`src/rtl/snoop_responder_if.sv`:
```
// Snoop bus bundle between the bus controller and one cache-side responder.
// The controller drives search/inv_from_other/BOCI; the responder answers
// with search_found, block_state and the forwarded block data.
interface snoop_responder_if #(
  parameter int ADDR_W = 13,
  parameter int DATA_W = 64
);
  logic              search;
  logic              inv_from_other;
  logic [ADDR_W-1:0] BOCI;
  logic              search_found;
  logic [1:0]        block_state;
  logic [DATA_W-1:0] snp_data;

  modport master (
    output search, inv_from_other, BOCI,
    input  search_found, block_state, snp_data
  );

  modport slave (
    input  search, inv_from_other, BOCI,
    output search_found, block_state, snp_data
  );
endinterface

```
`src/rtl/snoop_responder.sv`:
```
// Cache-side MSI snoop responder (one per CPU d-cache).
// Looks up BOCI in the local tag/state/data array, answers search requests,
// applies invalidations and M->S downgrades, and stalls the local CPU port
// while snoop work is in flight.
// Optional feature macro: WRITEBACK_ON_INV_EN -- when defined, invalidating
// an M block first writes it back through the wb_* handshake.
// The interface instance must use the same ADDR_W/DATA_W as this module.
module snoop_responder #(
  parameter int ADDR_W      = 13,
  parameter int IDX_W       = 6,
  parameter int OFF_W       = 2,
  parameter int DATA_W      = 64,
  parameter int HOLD_CYCLES = 2
) (
  input  logic                           clk,
  input  logic                           rst_n,
  snoop_responder_if.slave               bus,
  output logic                           arr_rd,
  output logic [IDX_W-1:0]               arr_idx,
  input  logic [ADDR_W-IDX_W-OFF_W-1:0]  arr_tag_rd,
  input  logic [1:0]                     arr_state_rd,
  input  logic [DATA_W-1:0]              arr_data_rd,
  output logic                           arr_we,
  output logic [1:0]                     arr_state_wr,
  output logic                           wb_req,
  output logic [ADDR_W-1:0]              wb_addr,
  output logic [DATA_W-1:0]              wb_data,
  input  logic                           wb_ack,
  output logic                           snp_busy
);

  localparam int BLK_W = ADDR_W - OFF_W;
  localparam int TAG_W = ADDR_W - IDX_W - OFF_W;
  localparam int CNT_W = $clog2(HOLD_CYCLES + 1);

  localparam logic [1:0] ST_I = 2'b00;
  localparam logic [1:0] ST_S = 2'b01;
  localparam logic [1:0] ST_M = 2'b10;

  typedef enum logic [2:0] {
    IDLE,
    LOOKUP,
    RESPOND,
    INV_LOOKUP,
    UPDATE,
    WB
  } state_t;

  state_t              state_reg, state_next;
  logic [BLK_W-1:0]    blk_reg, blk_next;     // latched block address (tag+idx)
  logic [1:0]          st_reg, st_next;       // state of the matched block
  logic [DATA_W-1:0]   data_reg, data_next;   // data of the matched block
  logic                inv_pend_reg, inv_pend_next;
  logic [CNT_W-1:0]    cnt_reg, cnt_next;

  logic [IDX_W-1:0]    boci_idx;
  logic [BLK_W-1:0]    boci_blk;
  logic [TAG_W-1:0]    blk_tag;
  logic [IDX_W-1:0]    blk_idx;
  logic                hit;
  logic                req_ok;
  logic [OFF_W-1:0]    unused_off;

  assign boci_idx   = bus.BOCI[IDX_W+OFF_W-1:OFF_W];
  assign boci_blk   = bus.BOCI[ADDR_W-1:OFF_W];
  assign unused_off = bus.BOCI[OFF_W-1:0];
  assign blk_tag    = blk_reg[BLK_W-1:IDX_W];
  assign blk_idx    = blk_reg[IDX_W-1:0];
  assign hit        = (arr_tag_rd == blk_tag) && (arr_state_rd != ST_I);
  // New requests are not accepted while reset is held, so every output is 0.
  assign req_ok     = rst_n;

  assign snp_busy = (state_reg != IDLE) | (req_ok & (bus.search | bus.inv_from_other));

`ifndef WRITEBACK_ON_INV_EN
  logic unused_wb_ack;
  assign unused_wb_ack = wb_ack;
`endif

  // State and captured lookup results; reset aborts any operation in flight.
  always_ff @(posedge clk or negedge rst_n) begin
    if (!rst_n) begin
      state_reg    <= IDLE;
      blk_reg      <= '0;
      st_reg       <= ST_I;
      data_reg     <= '0;
      inv_pend_reg <= 1'b0;
      cnt_reg      <= '0;
    end else begin
      state_reg    <= state_next;
      blk_reg      <= blk_next;
      st_reg       <= st_next;
      data_reg     <= data_next;
      inv_pend_reg <= inv_pend_next;
      cnt_reg      <= cnt_next;
    end
  end

  // Next-state and output decode for the snoop sequencer.
  always_comb begin
    state_next       = state_reg;
    blk_next         = blk_reg;
    st_next          = st_reg;
    data_next        = data_reg;
    inv_pend_next    = inv_pend_reg;
    cnt_next         = cnt_reg;
    bus.search_found = 1'b0;
    bus.block_state  = ST_I;
    bus.snp_data     = '0;
    arr_rd           = 1'b0;
    arr_idx          = '0;
    arr_we           = 1'b0;
    arr_state_wr     = ST_I;
    wb_req           = 1'b0;
    wb_addr          = '0;
    wb_data          = '0;

    case (state_reg)
      IDLE: begin
        // A search wins over a simultaneous invalidate; the invalidate is
        // remembered and applied after the response.
        if (req_ok && bus.search) begin
          arr_rd        = 1'b1;
          arr_idx       = boci_idx;
          blk_next      = boci_blk;
          inv_pend_next = bus.inv_from_other;
          state_next    = LOOKUP;
        end else if (req_ok && bus.inv_from_other) begin
          arr_rd     = 1'b1;
          arr_idx    = boci_idx;
          blk_next   = boci_blk;
          state_next = INV_LOOKUP;
        end
      end

      LOOKUP: begin
        bus.search_found = hit;
        bus.block_state  = hit ? arr_state_rd : ST_I;
        bus.snp_data     = arr_data_rd;
        if (hit) begin
          st_next       = arr_state_rd;
          data_next     = arr_data_rd;
          cnt_next      = CNT_W'(HOLD_CYCLES);
          inv_pend_next = inv_pend_reg | bus.inv_from_other;
          state_next    = RESPOND;
        end else begin
          inv_pend_next = 1'b0;
          state_next    = IDLE;
        end
      end

      RESPOND: begin
        bus.search_found = 1'b1;
        bus.block_state  = st_reg;
        bus.snp_data     = data_reg;
        inv_pend_next    = inv_pend_reg | bus.inv_from_other;
        cnt_next         = cnt_reg - CNT_W'(1);
        if (cnt_reg == CNT_W'(1)) begin
          // A clean S hit with nothing pending needs no array write.
          if (inv_pend_reg || bus.inv_from_other || (st_reg == ST_M))
            state_next = UPDATE;
          else
            state_next = IDLE;
        end
      end

      INV_LOOKUP: begin
        if (hit) begin
          st_next       = arr_state_rd;
          data_next     = arr_data_rd;
          inv_pend_next = 1'b1;
          state_next    = UPDATE;
        end else begin
          state_next = IDLE;
        end
      end

      UPDATE: begin
        arr_idx       = blk_idx;
        inv_pend_next = 1'b0;
        state_next    = IDLE;
        if (inv_pend_reg) begin
          arr_we       = 1'b1;
          arr_state_wr = ST_I;
`ifdef WRITEBACK_ON_INV_EN
          if (st_reg == ST_M)
            state_next = WB;
`endif
        end else if (st_reg == ST_M) begin
          // Owner forwarded its dirty copy; both caches now share it.
          arr_we       = 1'b1;
          arr_state_wr = ST_S;
        end
      end

      WB: begin
`ifdef WRITEBACK_ON_INV_EN
        wb_req  = 1'b1;
        wb_addr = {blk_reg, {OFF_W{1'b0}}};
        wb_data = data_reg;
        if (wb_ack)
          state_next = IDLE;
`else
        state_next = IDLE;
`endif
      end

      default: state_next = IDLE;
    endcase
  end

endmodule

```
`src/flat_wrapper.sv`:
```
// flat-port wrapper written by rule: the top's interface ports become plain ports
module snoop_responder_flat 
#(
  parameter int ADDR_W      = 13,
  parameter int IDX_W       = 6,
  parameter int OFF_W       = 2,
  parameter int DATA_W      = 64,
  parameter int HOLD_CYCLES = 2
)
  (clk, rst_n, arr_rd, arr_idx, arr_tag_rd, arr_state_rd, arr_data_rd, arr_we, arr_state_wr, wb_req, wb_addr, wb_data, wb_ack, snp_busy, bus_search, bus_inv_from_other, bus_BOCI, bus_search_found, bus_block_state, bus_snp_data);
  snoop_responder_if #(.ADDR_W(ADDR_W), .DATA_W(DATA_W)) bus_i ();
  input  logic clk;
  input  logic rst_n;
  output logic arr_rd;
  output logic [IDX_W-1:0] arr_idx;
  input  logic [ADDR_W-IDX_W-OFF_W-1:0] arr_tag_rd;
  input  logic [1:0] arr_state_rd;
  input  logic [DATA_W-1:0] arr_data_rd;
  output logic arr_we;
  output logic [1:0] arr_state_wr;
  output logic wb_req;
  output logic [ADDR_W-1:0] wb_addr;
  output logic [DATA_W-1:0] wb_data;
  input  logic wb_ack;
  output logic snp_busy;
  input wire logic [$bits(bus_i.search)-1:0] bus_search;
  input wire logic [$bits(bus_i.inv_from_other)-1:0] bus_inv_from_other;
  input wire logic [$bits(bus_i.BOCI)-1:0] bus_BOCI;
  output wire logic [$bits(bus_i.search_found)-1:0] bus_search_found;
  output wire logic [$bits(bus_i.block_state)-1:0] bus_block_state;
  output wire logic [$bits(bus_i.snp_data)-1:0] bus_snp_data;
  assign bus_i.search = bus_search;
  assign bus_i.inv_from_other = bus_inv_from_other;
  assign bus_i.BOCI = bus_BOCI;
  assign bus_search_found = bus_i.search_found;
  assign bus_block_state = bus_i.block_state;
  assign bus_snp_data = bus_i.snp_data;
  snoop_responder #(.ADDR_W(ADDR_W), .IDX_W(IDX_W), .OFF_W(OFF_W), .DATA_W(DATA_W), .HOLD_CYCLES(HOLD_CYCLES)) u_core (.clk(clk), .rst_n(rst_n), .bus(bus_i), .arr_rd(arr_rd), .arr_idx(arr_idx), .arr_tag_rd(arr_tag_rd), .arr_state_rd(arr_state_rd), .arr_data_rd(arr_data_rd), .arr_we(arr_we), .arr_state_wr(arr_state_wr), .wb_req(wb_req), .wb_addr(wb_addr), .wb_data(wb_data), .wb_ack(wb_ack), .snp_busy(snp_busy));
endmodule
```
`config.mk`:
```
export PLATFORM = sky130hd
export DESIGN_NAME = snoop_responder_flat
export DESIGN_NICKNAME = d
export VERILOG_FILES = /design/src/rtl/snoop_responder_if.sv /design/src/rtl/snoop_responder.sv /design/src/flat_wrapper.sv
export SDC_FILE = /design/constraint.sdc
export NUM_CORES = 1
export LEC_CHECK = 0
export CAP_MARGIN = 20
export CORE_MARGIN = 2
export CORE_UTILIZATION = 37
export CTS_CLUSTER_SIZE = 20
export DETAILED_ROUTE_END_ITERATION = 10
export PLACE_DENSITY = 0.82
export SYNTH_ARGS = -nofsm -noshare
export SYNTH_HDL_FRONTEND = slang
export SYNTH_SLANG_ARGS = --single-unit
```
`constraint.sdc`:
```
create_clock -name clk -period 2 [get_ports clk]
set_input_delay 0.4 -clock clk [delete_from_list [all_inputs] [get_ports clk]]
set_output_delay 0.4 -clock clk [all_outputs]
set_load 0.005 [all_outputs]
```
==> results of run 1 <==
critical path, stage by stage, from the launching register on:
cell and delay [ns]:
dfrtp_1 0.41, xor2_2 0.18, a2111oi_4 0.48, nand3_2 0.17, buf_6 0.17, o21ai_4 0.12, buf_2 0.14
metrics by stage:
stage                     power [uW]  std cells
after detailed placement        6060        728
after CTS                       8910        824
after global routing            9630        832
after floorplan                 4510        468
final                           9190        832
after global placement          5920        728
logic make-up after synthesis:
kind of cell	Yosys count
muxes	78
AOI/OAI and AO/OA	87
xor gates and xnor gates	5
buffers and inverters	110
adders and majority gates	1
and+or+nand+nor	25
DFF	83
other	1
how the worst max path moves through the flow:
| stage | start | end | slack (ns) | cells past startpoint |
|---|---|---|---|---|
| after CTS | u_core.blk_reg[10] | bus_block_state[0] | -0.34 | 6 |
| after global routing | u_core.blk_reg[8] | bus_block_state[1] | -0.45 | 6 |
| after detailed placement | arr_state_rd[0] | bus_block_state[0] | -0.79 | 6 |
| after global placement | arr_tag_rd[4] | bus_block_state[0] | -0.76 | 6 |
| final | u_core.blk_reg[8] | bus_block_state[0] | -0.41 | 6 |
| after floorplan | u_core.state_reg[1] | bus_snp_data[15] | 0.03 | 5 |
per-layer routing:
layer	up-vias	GRT usage, %
li1	1808	-
met5	-	0
met2	217	38.5
met3	36	5.91
met1	2045	24.8
met4	0	10.3
where the power goes:
group / total (uW) / internal (uW) / switching [uW]
sequential: 2780 / 2340 / 444
combinational: 4730 / 2940 / 1790
clock: 1680 / 970 / 710
total: 9190 / 6250 / 2940
Yosys cell counts:
master      n
a2111oi_0   1
o31a_1      1
o21ai_0     3
buf_2       1
dfrtp_1    83
ha_1        1
o21a_1      1
a21oi_1     3
nor4_1      1
inv_1       6
mux2_4     29
nand4bb_1   1
a22o_1     70
nand2b_1    2
or3_1       1
nor3b_1     1
conb_1      1
nand2_1     5
buf_6       3
nor4bb_1    1
xor2_1      5
and3b_1     1
a211oi_1    2
o21ai_1     1
nor2b_1     1
nand3_1     2
buf_4      81
buf_1       3
clkbuf_1   16
a31oi_1     3
nor3_1      3
nor4_2      1
a2111oi_4   1
nand4b_2    1
mux2_2     49
o31ai_1     1
nor2_1      4
cell type report:
type,instances,share of cell area [%]
repair buffers,280,36.4
multi-input cells,275,30.5
flip-flops and latches,83,26.3
clock buffers,10,2.90
well taps,172,2.73
clock inverters,6,0.824
inverters,6,0.285
timing repair:
action / CTS / global route
cloned: 16 / 6
hold buffers: 1 / 0
gates resized for setup: 395 / 45
hold endpoints to repair: 1 / 0
endpoints found under the setup margin: 143 / 153
pin swaps: 54 / 28
buffers inserted: 63 / 20
==> flow_summary.toml, run 1 <==
[status]
status = "complete, but fails checks"
violations = "setup timing"

[finish]
final_common_cell = "dfrtp_1"
utilization_pct = 62.8
fin_area_sq_um = 7900
drive_above_1_share_pct = 46.7
largest_reg_flops = 64
synthToLayoutAreaGrowth_pct = 65.8
multi_input_area_sq_um = 2410
diodes = 0
mostFrequentLayoutCells = "dfrtp_1, clkdlybuf4s50_1, conb_1"
final_nets = 745
seq_area_sq_um = 2080
fill_cells = 944

[cts]
cts.path.max_buffers = 2
clkLatencyLatePin_ns = 0.35
cts_buffers = 9
h-tree-depth = 3
clockRootBuffer = "clkbuf_16"
cts.sink_count = 83
cts_tree = "built"
clk_pin_slew_worst_paths_ns = 0.06

[detailed_routing]
wl_per_cell_um = 19.0
met3_length_mm = 1.14
wl_met1_mm = 6.09
vias = 4106
routed_wl_mm = 15.8
drtAntennaViolNets = 0
via_per_inst = 4.94
drt_iter0_markers = 216
wl_met2_mm = 8.04
dr.max_layer_used = "met4"
first_pass_iters = 4
drc = 0

[floorplanning]
coreArea_sq_um = 12600
rows = 41
die_w_um = 117
die-height_um = 117
die_area_sq_um = 13800
initial_utilization_pct = 37.9
ios = 245

[logic_synthesis]
synth_top_family_by_area = "multiplexers"
synth_compound_area_share_pct = 15.6
synthSimpleGateAreaFrac_pct = 3.26
avgSynthCellArea_sq_um = 12.2
synth_top_area_share_pct = 43.6
synth_seq_area_share_pct = 43.6
ys_ff_latch = 83
synth_cell_types = 37
synth_mux_area_share_pct = 20.7
ys_top_cells_by_area = "dfrtp_1, a22o_1, buf_4"
yosys.area_share.xor_xnor_pct = 0.920
yosys.area.top_type = "dfrtp_1"
syn_area_sq_um = 4760
synth_cells = 390
synth-warning-count = 0
synth-adder-area-share_pct = 0.263

[hold_path]
min_path_cells = 4
hold_path_startpoint = "rst_n"
hold_path_end = "u_core.state_reg[0]"
min_path_type = "in2reg"

[power]
p_per_area_nw_per_um2 = 1160
ir_drop_mv = 0.739
p_leak_uw = 0.00407

[run]
drv_cap = 0

[global_routing]
grt_max_degree = 83
antenna_found_initial = 0
grt_pass1_wl_mm = 23.7
grt_pass1_vias = 4364
gr-total-overflow = 0
track_usage_pct = 21.9

[place]
pre_cts_slack_ns = -0.790
gp_routability_congestion = 0.783
dp_hpwl_mm = 8.15
placed_area_sq_um = 6510
portBuffers = 162

[worst_setup_path]
worstPathArrival_ns = 2.01
r2r_start = "u_core.blk_reg[8]"
rr_endpoint = "u_core.data_reg[46]"
cp-start-kind = "flop"
path_class = "reg2out"
worstPathMaxFanout = 2
cp-end-kind = "output port"
regToRegSetupSlack_ns = -0.36
cp.required_ns = 1.60
reg2reg_depth = 9

[sta]
slew_violations = 0
final.period_utilization_pct = 121
worst_clock_skew_ns = 0.00882
rsz0062_at_grt = "yes"
setup_ws_ns = -0.413
hold_viol_final = 0
setup_viol = 143
whs_ns = 0.454
min_period_ns = 2.41
fin_setup_tns_ns = -37.36
slew_headroom_pct = 64.1
fmax_ghz = 0.415
tightest_slew_ns = 0.525
Power figures use the tool's default switching activity.
==> run 2, diff against run 1 <==
Settings changed: MAX_ROUTING_LAYER set to met4.
==> run 2 against run 1 <==
  * The run still ends with setup timing left
  * Utilization rose by 0.10 points
  * Setup slack better by 0.021 ns
  * Final area is 0.16% higher
  * Combinational power barely moved
  * Hold slack got worse by 0.0014 ns
  * Critical endpoint unchanged
  * Largest cell class unchanged
  * Largest power group unchanged
  * Highest routed layer unchanged
==> flow_summary.toml, run 2 (same netlist as run 1, synthesis figures left out) <==
[status]
status = "complete, but fails checks"
violations = "setup timing"

[sta]
worst_clock_skew_ns = 0.00787
rsz0062_at_grt = "yes"
min_period_ns = 2.39
tightest_slew_ns = 0.531
setup_ws_ns = -0.391
fmax_ghz = 0.418
setup_viol = 143
fin_setup_tns_ns = -35.56
slew_headroom_pct = 63.7
hold_viol_final = 0
final.period_utilization_pct = 120
slew_violations = 0

[power]
ir_drop_mv = 0.719
p_sw_uw = 2940
p_per_area_nw_per_um2 = 1160
pwr-share-comb_pct = 51.6
p_sw_share_pct = 32.0
pwr-share-clk_pct = 18.2
seqPwrFrac_pct = 30.2
p_total_uw = 9210
p_int_uw = 6260
p_leak_uw = 0.00408

[worst_setup_path]
critPathLaunch = "u_core.blk_reg[8]"
cp.required_ns = 1.60
cpMaxStageDelayCell = "a2111oi_4"
worstPathArrival_ns = 1.99
path_class = "reg2out"
cp-start-kind = "flop"
cp-end-kind = "output port"
regToRegSetupSlack_ns = -0.34
cp_slowest_stage_delay_ns = 0.46
worstPathMaxFanout = 2
r2r_start = "u_core.blk_reg[8]"
path_cells = "xor2_2 -> a2111oi_4 -> nand3_2 -> buf_6 -> o21ai_4 -> buf_2"
critPathTopFamily = "compound AO/OA/AOI/OAI gates"
path_buf_inv = 2

[global_routing]
gr-total-overflow = 0
grt_max_degree = 83
grt_pass1_wl_mm = 23.6
antenna_found_initial = 0
track_usage_pct = 22.5
grt_pass1_vias = 4374

[place]
gp_routability_congestion = 0.794
dp_hpwl_mm = 8.15
portBuffers = 162
pre_cts_slack_ns = -0.790

[cts]
clk_pin_slew_worst_paths_ns = 0.06
cts_buffers = 9
h-tree-depth = 3
cts.path.max_buffers = 2
cts_tree = "built"
clockRootBuffer = "clkbuf_16"
clkLatencyLatePin_ns = 0.35
cts.sink_count = 83

[detailed_routing]
drtAntennaViolNets = 0
wl_per_cell_um = 18.9
first_pass_iters = 4
via_per_inst = 4.98
routed_wl_mm = 15.8
vias = 4140
drc = 0
drt_iter0_markers = 163

[finish]
final_nets = 745
drive_above_1_share_pct = 46.7
largest_reg_flops = 64
synthToLayoutAreaGrowth_pct = 66.1
diodes = 0
final_common_cell = "dfrtp_1"
mostFrequentLayoutCells = "dfrtp_1, clkdlybuf4s50_1, conb_1"

[floorplanning]
ios = 245
initial_utilization_pct = 37.9
die-height_um = 117
die_area_sq_um = 13800
die_w_um = 117
rows = 41
coreArea_sq_um = 12600

[hold_path]
min_path_type = "in2reg"
hold_path_startpoint = "rst_n"

[run]
drv_cap = 0
## run 2: changes by cell type in the layout (fill, tap and decap cells not counted), sizes merged
cell	delta
buf	-1
clkbuf	+1
## run 2: power groups by stage
stage / clock [uW] / sequential [uW] / combinational, uW
2_1_floorplan: 0 / 2620 / 1880
3_3_place_gp: 0 / 2690 / 3230
3_5_place_dp: 0 / 2730 / 3330
4_1_cts: 1700 / 2740 / 4460
5_1_grt: 1780 / 2850 / 5030
6_report: 1680 / 2780 / 4750
## run 2: final cells by class
cell class                      instances  area, sq um
Timing Repair Buffer                  280         2890
Multi-Input combinational cell        275         2410
Clock buffer                           10          229
Sequential cell                        83         2080
Tap cell                              172          215
Clock inverter                          6         65.1
Fill cell                             949         4660
Inverter                                6         22.5
## run 2: final timing paths
check                                 endpoint  cells after the start
min reg2reg                u_core.data_reg[25]                      1
min in group asynchronous  u_core.state_reg[0]                      3
max in group asynchronous  u_core.data_reg[59]                      5
max                         bus_block_state[0]                      6
max reg2reg                u_core.data_reg[46]                      9
min                        u_core.state_reg[0]                      4
## run 2: what timing repair did
item / 4_1_cts / 5_1_grt
hold endpoints to repair: 1 / 0
pin swaps: 54 / 29
resized for setup: 395 / 46
hold buffers: 1 / 0
gates cloned: 16 / 7
setup buffers: 63 / 19
setup endpoints to repair: 143 / 153
## run 2: routing by layer
| metal | part of all wire (%) | up-vias | track usage, % |
|---|---|---|---|
| li1 | - | 1808 | - |
| met1 | 39 | 2077 | 25.3 |
| met2 | 52 | 217 | 38.4 |
| met3 | 6.6 | 38 | 5.18 |
| met4 | 3.0 | 0 | 10.3 |
| met5 | 0 | - | - |
## run 2: through the flow
stage               area (sq um)  util [%]  instances  hold WS [ns]
floorplan                   5060         -        468         0.104
global placement            6510      51.8        728         0.298
detailed placement          6510      51.8        728         0.306
CTS                         7770      61.8        824         0.439
global route                7910      62.9        832         0.475
finish                      7910      62.9        832         0.453
## run 2: worst register-to-register path, cell delays in order (launching register included)
cell       delay (ns)
dfrtp_1          0.41
xor2_2           0.18
a2111oi_4        0.47
buf_4            0.20
buf_6            0.10
nand4b_4         0.11
buf_12           0.17
buf_6            0.12
buf_12           0.15
mux2_4           0.31
